[src/rtl/fs_accel_wload_ctrl_pkg.sv]
// Shared accelerator definitions: weight-load FSM states and 3x3 kernel geometry.
package fs_accel_wload_ctrl_pkg;

  typedef enum logic [2:0] {
    ST_IDLE = 3'd0,
    ST_RD   = 3'd1,
    ST_CAP  = 3'd2,
    ST_LD   = 3'd3,
    ST_HOLD = 3'd4,
    ST_FIN  = 3'd5
  } wl_state_t;

  localparam int unsigned KBYTES = 9;
  localparam int unsigned KROWS  = 3;
  localparam int unsigned KCOLS  = KBYTES / KROWS;

  function automatic logic [KROWS-1:0] row_onehot(input logic [1:0] row);
    return KROWS'(1) << row;
  endfunction

endpackage

[src/rtl/fs_accel_wload_ctrl.sv]
// Weight-load controller: streams 3x3 kernels byte-by-byte from weight memory
// into three row registers and hands each complete kernel to the MAC array.
module fs_accel_wload_ctrl
  import fs_accel_wload_ctrl_pkg::*;
#(
  parameter int ADDR_W = 16,
  parameter int KCNT_W = 8
) (
  input  logic              clk,
  input  logic              resetn,
  input  logic              start,
  input  logic [ADDR_W-1:0] base_addr,
  input  logic [KCNT_W-1:0] num_kernels,
  output logic              mem_rd_en,
  output logic [ADDR_W-1:0] mem_addr,
  input  logic [7:0]        mem_rdata,
  output logic [7:0]        wreg_di_0,
  output logic [7:0]        wreg_di_1,
  output logic [7:0]        wreg_di_2,
  output logic [2:0]        wreg_enb,
  output logic              k_valid,
  input  logic              k_ready,
  output logic              busy,
  output logic              done
);

  wl_state_t         r_state;
  wl_state_t         w_state_nxt;
  logic [ADDR_W-1:0] r_ptr;
  logic [KCNT_W-1:0] r_cnt;
  logic [1:0]        r_row;
  logic [1:0]        r_col;
  logic [7:0]        r_byte0;
  logic [7:0]        r_byte1;
  logic [7:0]        r_byte2;
  logic              r_rd_vld;
  logic [1:0]        r_rd_col;

  logic              w_rd_en;
  logic [2:0]        w_enb;
  logic              w_kvalid;
  logic              w_done;
  logic              w_xfer;
  logic              w_last_col;
  logic              w_last_row;

  assign w_last_col = (r_col == 2'(KCOLS - 1));
  assign w_last_row = (r_row == 2'(KROWS - 1));

  always_comb begin
    w_state_nxt = r_state;
    w_rd_en     = 1'b0;
    w_enb       = '0;
    w_kvalid    = 1'b0;
    w_done      = 1'b0;
    w_xfer      = 1'b0;
    case (r_state)
      ST_IDLE: begin
        if (start) w_state_nxt = (num_kernels == '0) ? ST_FIN : ST_RD;
      end
      ST_RD: begin
        w_rd_en = 1'b1;
        if (w_last_col) w_state_nxt = ST_CAP;
      end
      ST_CAP: begin
        w_state_nxt = ST_LD;
      end
      ST_LD: begin
        w_enb       = row_onehot(r_row);
        w_state_nxt = w_last_row ? ST_HOLD : ST_RD;
      end
      ST_HOLD: begin
        w_kvalid = 1'b1;
        if (k_ready) begin
          w_xfer      = 1'b1;
          w_state_nxt = (r_cnt == KCNT_W'(1)) ? ST_FIN : ST_RD;
        end
      end
      ST_FIN: begin
        w_done      = 1'b1;
        w_state_nxt = ST_IDLE;
      end
      default: w_state_nxt = ST_IDLE;
    endcase
  end

  always_ff @(posedge clk) begin
    if (!resetn) begin
      r_state  <= ST_IDLE;
      r_ptr    <= '0;
      r_cnt    <= '0;
      r_row    <= '0;
      r_col    <= '0;
      r_byte0  <= '0;
      r_byte1  <= '0;
      r_byte2  <= '0;
      r_rd_vld <= 1'b0;
      r_rd_col <= '0;
    end else begin
      r_state  <= w_state_nxt;
      // Read data lags the strobe by one cycle, so the issuing column travels with it.
      r_rd_vld <= w_rd_en;
      r_rd_col <= r_col;
      if (r_rd_vld) begin
        case (r_rd_col)
          2'd0:    r_byte0 <= mem_rdata;
          2'd1:    r_byte1 <= mem_rdata;
          default: r_byte2 <= mem_rdata;
        endcase
      end

      case (r_state)
        ST_IDLE: begin
          if (start) begin
            r_ptr <= base_addr;
            r_cnt <= num_kernels;
            r_row <= '0;
            r_col <= '0;
          end
        end
        ST_RD: begin
          r_ptr <= r_ptr + ADDR_W'(1);
          r_col <= w_last_col ? 2'd0 : r_col + 2'd1;
        end
        ST_LD: begin
          if (!w_last_row) r_row <= r_row + 2'd1;
        end
        ST_HOLD: begin
          if (w_xfer) begin
            r_cnt <= r_cnt - KCNT_W'(1);
            r_row <= '0;
          end
        end
        default: ;
      endcase
    end
  end

  assign mem_rd_en = w_rd_en;
  assign mem_addr  = r_ptr;
  assign wreg_di_0 = r_byte0;
  assign wreg_di_1 = r_byte1;
  assign wreg_di_2 = r_byte2;
  assign wreg_enb  = w_enb;
  assign k_valid   = w_kvalid;
  assign busy      = (r_state != ST_IDLE);
  assign done      = w_done;

endmodule

[config.mk]
export PLATFORM = sky130hd
export DESIGN_NAME = fs_accel_wload_ctrl
export DESIGN_NICKNAME = d
export VERILOG_FILES = /design/src/rtl/fs_accel_wload_ctrl_pkg.sv /design/src/rtl/fs_accel_wload_ctrl.sv
export SDC_FILE = /design/constraint.sdc
export NUM_CORES = 1
export LEC_CHECK = 0
export CAP_MARGIN = 20
export CORE_ASPECT_RATIO = 1.2
export CORE_MARGIN = 5
export CORE_UTILIZATION = 31
export CTS_CLUSTER_DIAMETER = 50
export DETAILED_ROUTE_END_ITERATION = 6
export GPL_ROUTABILITY_DRIVEN = 0
export GPL_TIMING_DRIVEN = 1
export HOLD_SLACK_MARGIN = 0.05
export SLEW_MARGIN = 20
export SYNTH_ARGS = -nofsm -noshare
export SYNTH_HDL_FRONTEND = slang
export SYNTH_SLANG_ARGS = --single-unit
export TNS_END_PERCENT = 100
[constraint.sdc]
create_clock -name clk -period 2.2 [get_ports clk]
set_input_delay 0.22 -clock clk [delete_from_list [all_inputs] [get_ports clk]]
set_output_delay 0.22 -clock clk [all_outputs]
set_load 0.1 [all_outputs]
Word level (Yosys, flattened, before mapping)
Cells that the tools add are included.
{"block": "totals", "reg_bits": 58, "in_bits": 36, "out_inout_bits": 47}
{"block": "op_classes", "add_sub_neg": 4, "eq_ne": 14, "n_shift": 1, "mux": 24, "n_bitwise": 1, "reduce_logical": 15}
{"cell": "16-bit case mux with 2 select lines", "count": 1}
{"cell": "3-bit 2-to-1 mux", "count": 7}
{"cell": "16-bit by 1-bit adder with 16-bit output, second input constant", "count": 1}
{"cell": "16-bit 2-to-1 mux", "count": 1}
{"cell": "8-bit 2-to-1 mux", "count": 2}
{"cell": "8-bit case mux with 2 select lines", "count": 1}
{"cell": "3-bit case mux with 5 select lines", "count": 1}
{"cell": "2-bit inequality test, second input constant", "count": 5}
{"cell": "8-bit by 1-bit == test with 1-bit output, second input constant", "count": 1}
{"cell": "8-bit logical NOT", "count": 1}
{"cell": "2-bit 2-to-1 mux", "count": 4}
{"cell": "2-bit AND reduction", "count": 4}
{"cell": "8-bit by 1-bit subtractor with 8-bit output, second input constant", "count": 1}
{"cell": "3-bit by 2-bit == test with 1-bit output, second input constant", "count": 2}
{"cell": "3-bit == test, second input constant", "count": 2}
{"cell": "2-bit case mux with 3 select lines", "count": 1}
{"cell": "3-bit AND reduction", "count": 2}
{"cell": "3-bit nonzero test", "count": 2}
{"cell": "1-bit 2-to-1 mux", "count": 5}
{"cell": "2-bit by 1-bit adder with 2-bit output, second input constant", "count": 2}
{"cell": "2-bit == test, second input constant", "count": 2}
{"cell": "2-bit case mux with 2 select lines", "count": 1}
{"cell": "4-bit AND reduction", "count": 1}
{"cell": "2-bit nonzero test", "count": 2}
{"cell": "other kinds (7)", "count": 7}

Logic depth before layout (Yosys ltp)
Gate-level depths: netlist (run 1).
{"block": "depth", "depth_word": 4, "ltp_mapped": 6, "depth_no_buf": 6}

Least setup slack after synthesis (run 1)
No wires, ideal clock.
{"block": "synth_timing", "path_kind": "register to register", "from": "register r_ptr[3], in the netlist mem_addr[3]", "to": "register r_ptr[12], in the netlist mem_addr[12]", "setup_ns": 0.076, "arrival_ns": 2.243, "slack_ns": -0.119, "stages_incl_launch_ff": 6, "synth_period_minus_slack_ns": 2.319, "path_cell_list": "dfxtp_1 > and4_1 > clkbuf_1 > nand2_1 > or4_1 > a31oi_1"}
{"block": "synth_between", "elab_chain_cells": 2}
{"item": "start: declaration", "line_no": "fs_accel_wload_ctrl.sv:29", "rtl": "logic [ADDR_W-1:0] r_ptr;"}
{"item": "start signal: assignment", "line_no": "fs_accel_wload_ctrl.sv:115", "rtl": "r_ptr <= base_addr;"}
{"item": "start signal: assignment", "line_no": "fs_accel_wload_ctrl.sv:122", "rtl": "r_ptr <= r_ptr + ADDR_W'(1);"}
{"item": "16-bit by 1-bit adder with 16-bit output", "line_no": "fs_accel_wload_ctrl.sv:122"}
{"item": "16-bit case mux with 2 select lines", "line_no": "fs_accel_wload_ctrl.sv:112", "rtl": "case (r_state)"}
No other way between the ends.
A chain may end at the register's enable or synchronous reset.

Worst setup path after layout (run 1)
{"block": "layout_timing", "from": "register r_state[1]", "to": "output port k_valid"}
{"block": "layout_between", "elab_chain_cells": 2}
{"item": "start: declaration", "line_no": "fs_accel_wload_ctrl.sv:27", "rtl": "wl_state_t r_state;"}
{"item": "start signal: assignment", "line_no": "fs_accel_wload_ctrl.sv:100", "rtl": "r_state <= w_state_nxt;"}
{"item": "3-bit == test", "line_no": "fs_accel_wload_ctrl.sv:57", "rtl": "case (r_state)"}
{"item": "1-bit 2-to-1 mux", "line_no": "fs_accel_wload_ctrl.sv:57"}
{"item": "end: declaration", "line_no": "fs_accel_wload_ctrl.sv:21", "rtl": "output logic k_valid,"}
No other way between the ends.

==> results.ini, run 1 <==
[grt]
grt_usage = 0.1421
grt_pass1_vias = 2550
grt_max_degree = 26
grt-ovfl-total = 0
antenna_found_initial = 0
grt_pass1_wl_mm = 12.27

[clocking]
clk_path_buf_depth = 2
cts_tree = yes
htreeDepth = 3
numCtsBuffers = 9
cts.repair.resized = 0
hold_buffers = 0
clk_pin_slew_ps = 70
post_cts_buffers = 0
cts_root_buffer = clkbuf_8
clock_sinks = 58
clk_latency_ps = 340

[timing]
clock.fmax_mhz = 509.6
finalSetupViolations = 0
fin_setup_tns_ps = 0
timing.slew.headroom = 0.6384
period_needed_ps = 1962
hold_violations = 0
min_period_over_period = 0.8920
hold_slack_ps = 444.4
worst_pin_slew_ps = 540.8
rsz0062_at_grt = false
drv_slew = 0
skew_ps = 8.279

[drt]
wl_mm = 7.656
wl_per_cell_um = 14.18
postRouteAntennaNets = 0
num_vias = 2721
drc = 0
dr.pass1.iters = 4
viasPerCell = 5.039
drt-initial-drc-count = 113

[synthesis]
yosys_warnings = 0
synth_cells = 334
synth.cell_area_sq_mm = 0.002788
ys_types = 51
yosysSeqAreaShare = 0.4165
ys.flop_type = dfxtp_1
synth_edf_count = 0
postSynthAreaPerCell_sq_um = 8.346
synth-async-reset-ratio = 0
syn_nets = 376
ys_ff_latch = 58

[floorplan]
die_h_um = 113.9
io_pins = 83
core_area_sq_mm = 0.008939
rows = 38
die-area_sq_mm = 0.01100
fp.dieW_um = 96.57
start_util = 0.3119

[final_layout]
fillers = 921
drive_above_1_share = 0.2071
syn2layout_area_growth_pct = 40.31
diodes = 0
fin_util = 0.4376
final_nets = 458

[hold_path]
hp-class = in2reg

[power_and_ir_drop]
power_density_mw_per_mm2 = 697.4
p_leak_nw = 1.574
peakVddDrop_uv = 282.0

[run_status]
status = finished clean

[worst_setup_path]
path_max_fanout = 18
worst_setup_path_end_kind = output port
cp-start-kind = register
timing.critical_path.arrival_ps = 1740
path_class = reg2out
cp.required_ps = 1980

[job]
drv_cap = 0

[placed_design]
port-buffer-count = 82
hpwl_mm = 5.561

==> layout by cell type (no fill, tap or decap), drive strengths merged, types with 3 or more instances in the layout <==
cell type and n:
a21oi 23, a22oi 3, a31oi 10, and2 6, and3 4, and4 4
buf 57, clkbuf 10, clkdlybuf4s50 35, clkinv 4, dfxtp 58, ha 6
inv 8, mux2i 17, nand2 38, nand3 18, nand4 4, nor2 33
nor2b 3, nor3 13, nor4 3, o211ai 11, o21ai 8, or3 10
==> cells by family (layout without fill, tap and decap cells) <==
kind of cell,count (synthesis),after routing,share of synthesized area
adder cells (fa/ha/maj),6,6,0.02693
flip-flops,58,58,0.4165
multiplexers,18,18,0.06508
buffers and inverters,31,117,0.04533
AND/OR/NAND/NOR,148,148,0.2742
AO/OA/AOI/OAI,73,73,0.1719
==> through the flow <==
stage / setup WS (ps) / area, sq um / power (mW) / cells
floorplan: 50.21 / 2796 / 1.583 / 334
global placement: 126.3 / 3716 / 1.777 / 525
detailed placement: 112.5 / 3716 / 1.780 / 525
CTS: 46.20 / 3909 / 2.756 / 540
global route: 175.3 / 3911 / 2.837 / 540
finish: 237.6 / 3911 / 2.728 / 540
==> path summary, 6_finish.rpt <==
kind                            cells after the start  slack, ps           end    startpoint
worst max register to register                      5        350   mem_addr[5]    r_state[2]
worst min-delay path                                3        440   mem_addr[7]  base_addr[7]
worst min register to register                      2        460  wreg_di_2[5]  wreg_di_2[5]
worst max-delay path                                4        240       k_valid    r_state[1]
==> sequential cells by signal (all words and copies together), names as in the netlist <==
register,cells
mem_addr,16
r_cnt,8
r_col,2
r_rd_col,2
r_rd_vld,1
r_row,2
r_state,3
wreg_di_0,8
wreg_di_1,8
wreg_di_2,8
==> synth_stat cells, types with 5 or more instances <==
cell type	number	area (sq um)
nor2_1	33	123.9
o211ai_1	11	82.58
a21oi_1	23	115.1
dfxtp_1	58	1161
mux2i_1	17	170.2
inv_1	8	30.03
nand2_1	38	142.6
nand3_1	17	85.08
ha_1	6	75.07
o21ai_0	8	40.04
a31oi_1	10	62.56
nor3_1	13	65.06
or3_1	10	62.56
and2_1	5	31.28
clkbuf_1	16	60.06
==> routing by layer <==
layer | global-route usage | part of all wire | wire length (um)
met1 | 0.1785 | 0.45 | 3417
met4 | 0.06735 | 0.018 | 134
met5 | 0 | 0 | 0
met2 | 0.2284 | 0.48 | 3675
met3 | 0.03166 | 0.056 | 428
==> where the power goes <==
| group | switching (mW) | internal (mW) |
|---|---|---|
| clock | 0.428 | 0.543 |
| sequential | 0.0554 | 1.10 |
| combinational | 0.408 | 0.193 |
==> critical path, cell delays in order, from the launching register on <==
cell and delay [ps]:
dfxtp_1 360, buf_4 180, or3b_4 500, clkinv_2 170, buf_12 190
==> cell type report <==
| type | instances | area (sq um) | area share |
|---|---|---|---|
| Clock buffer | 10 | 137.6 | 0.03519 |
| Clock inverter | 5 | 55.05 | 0.01408 |
| Inverter | 10 | 43.79 | 0.01120 |
| Multi-Input combinational cell | 245 | 1503 | 0.3842 |
| Sequential cell | 58 | 1169 | 0.2988 |
| Tap cell | 120 | 150.1 | 0.03839 |
| Timing Repair Buffer | 92 | 853.3 | 0.2182 |
No activity file was read; power rests on OpenSTA's default activity.
==> inputs of run 2 (changes only) <==
--- a/config.mk
+++ b/config.mk
@@ -13,7 +13,7 @@
 export DETAILED_ROUTE_END_ITERATION = 6
 export GPL_ROUTABILITY_DRIVEN = 0
 export GPL_TIMING_DRIVEN = 1
-export HOLD_SLACK_MARGIN = 0.05
+export HOLD_SLACK_MARGIN = 0.03
 export SLEW_MARGIN = 20
 export SYNTH_ARGS = -nofsm -noshare
 export SYNTH_HDL_FRONTEND = slang
==> results of run 2 <==
The final DEF is identical to that of run 1; final timing and power are the same.
==> inputs of run 3 (changes only) <==
--- a/config.mk
+++ b/config.mk
@@ -10,8 +10,8 @@
 export CORE_MARGIN = 5
 export CORE_UTILIZATION = 31
 export CTS_CLUSTER_DIAMETER = 50
+export CTS_CLUSTER_SIZE = 10
 export DETAILED_ROUTE_END_ITERATION = 6
-export GPL_ROUTABILITY_DRIVEN = 0
 export GPL_TIMING_DRIVEN = 1
 export HOLD_SLACK_MARGIN = 0.03
 export SLEW_MARGIN = 20
==> results of run 3 <==
The final DEF is identical to that of run 1; final timing and power are the same.
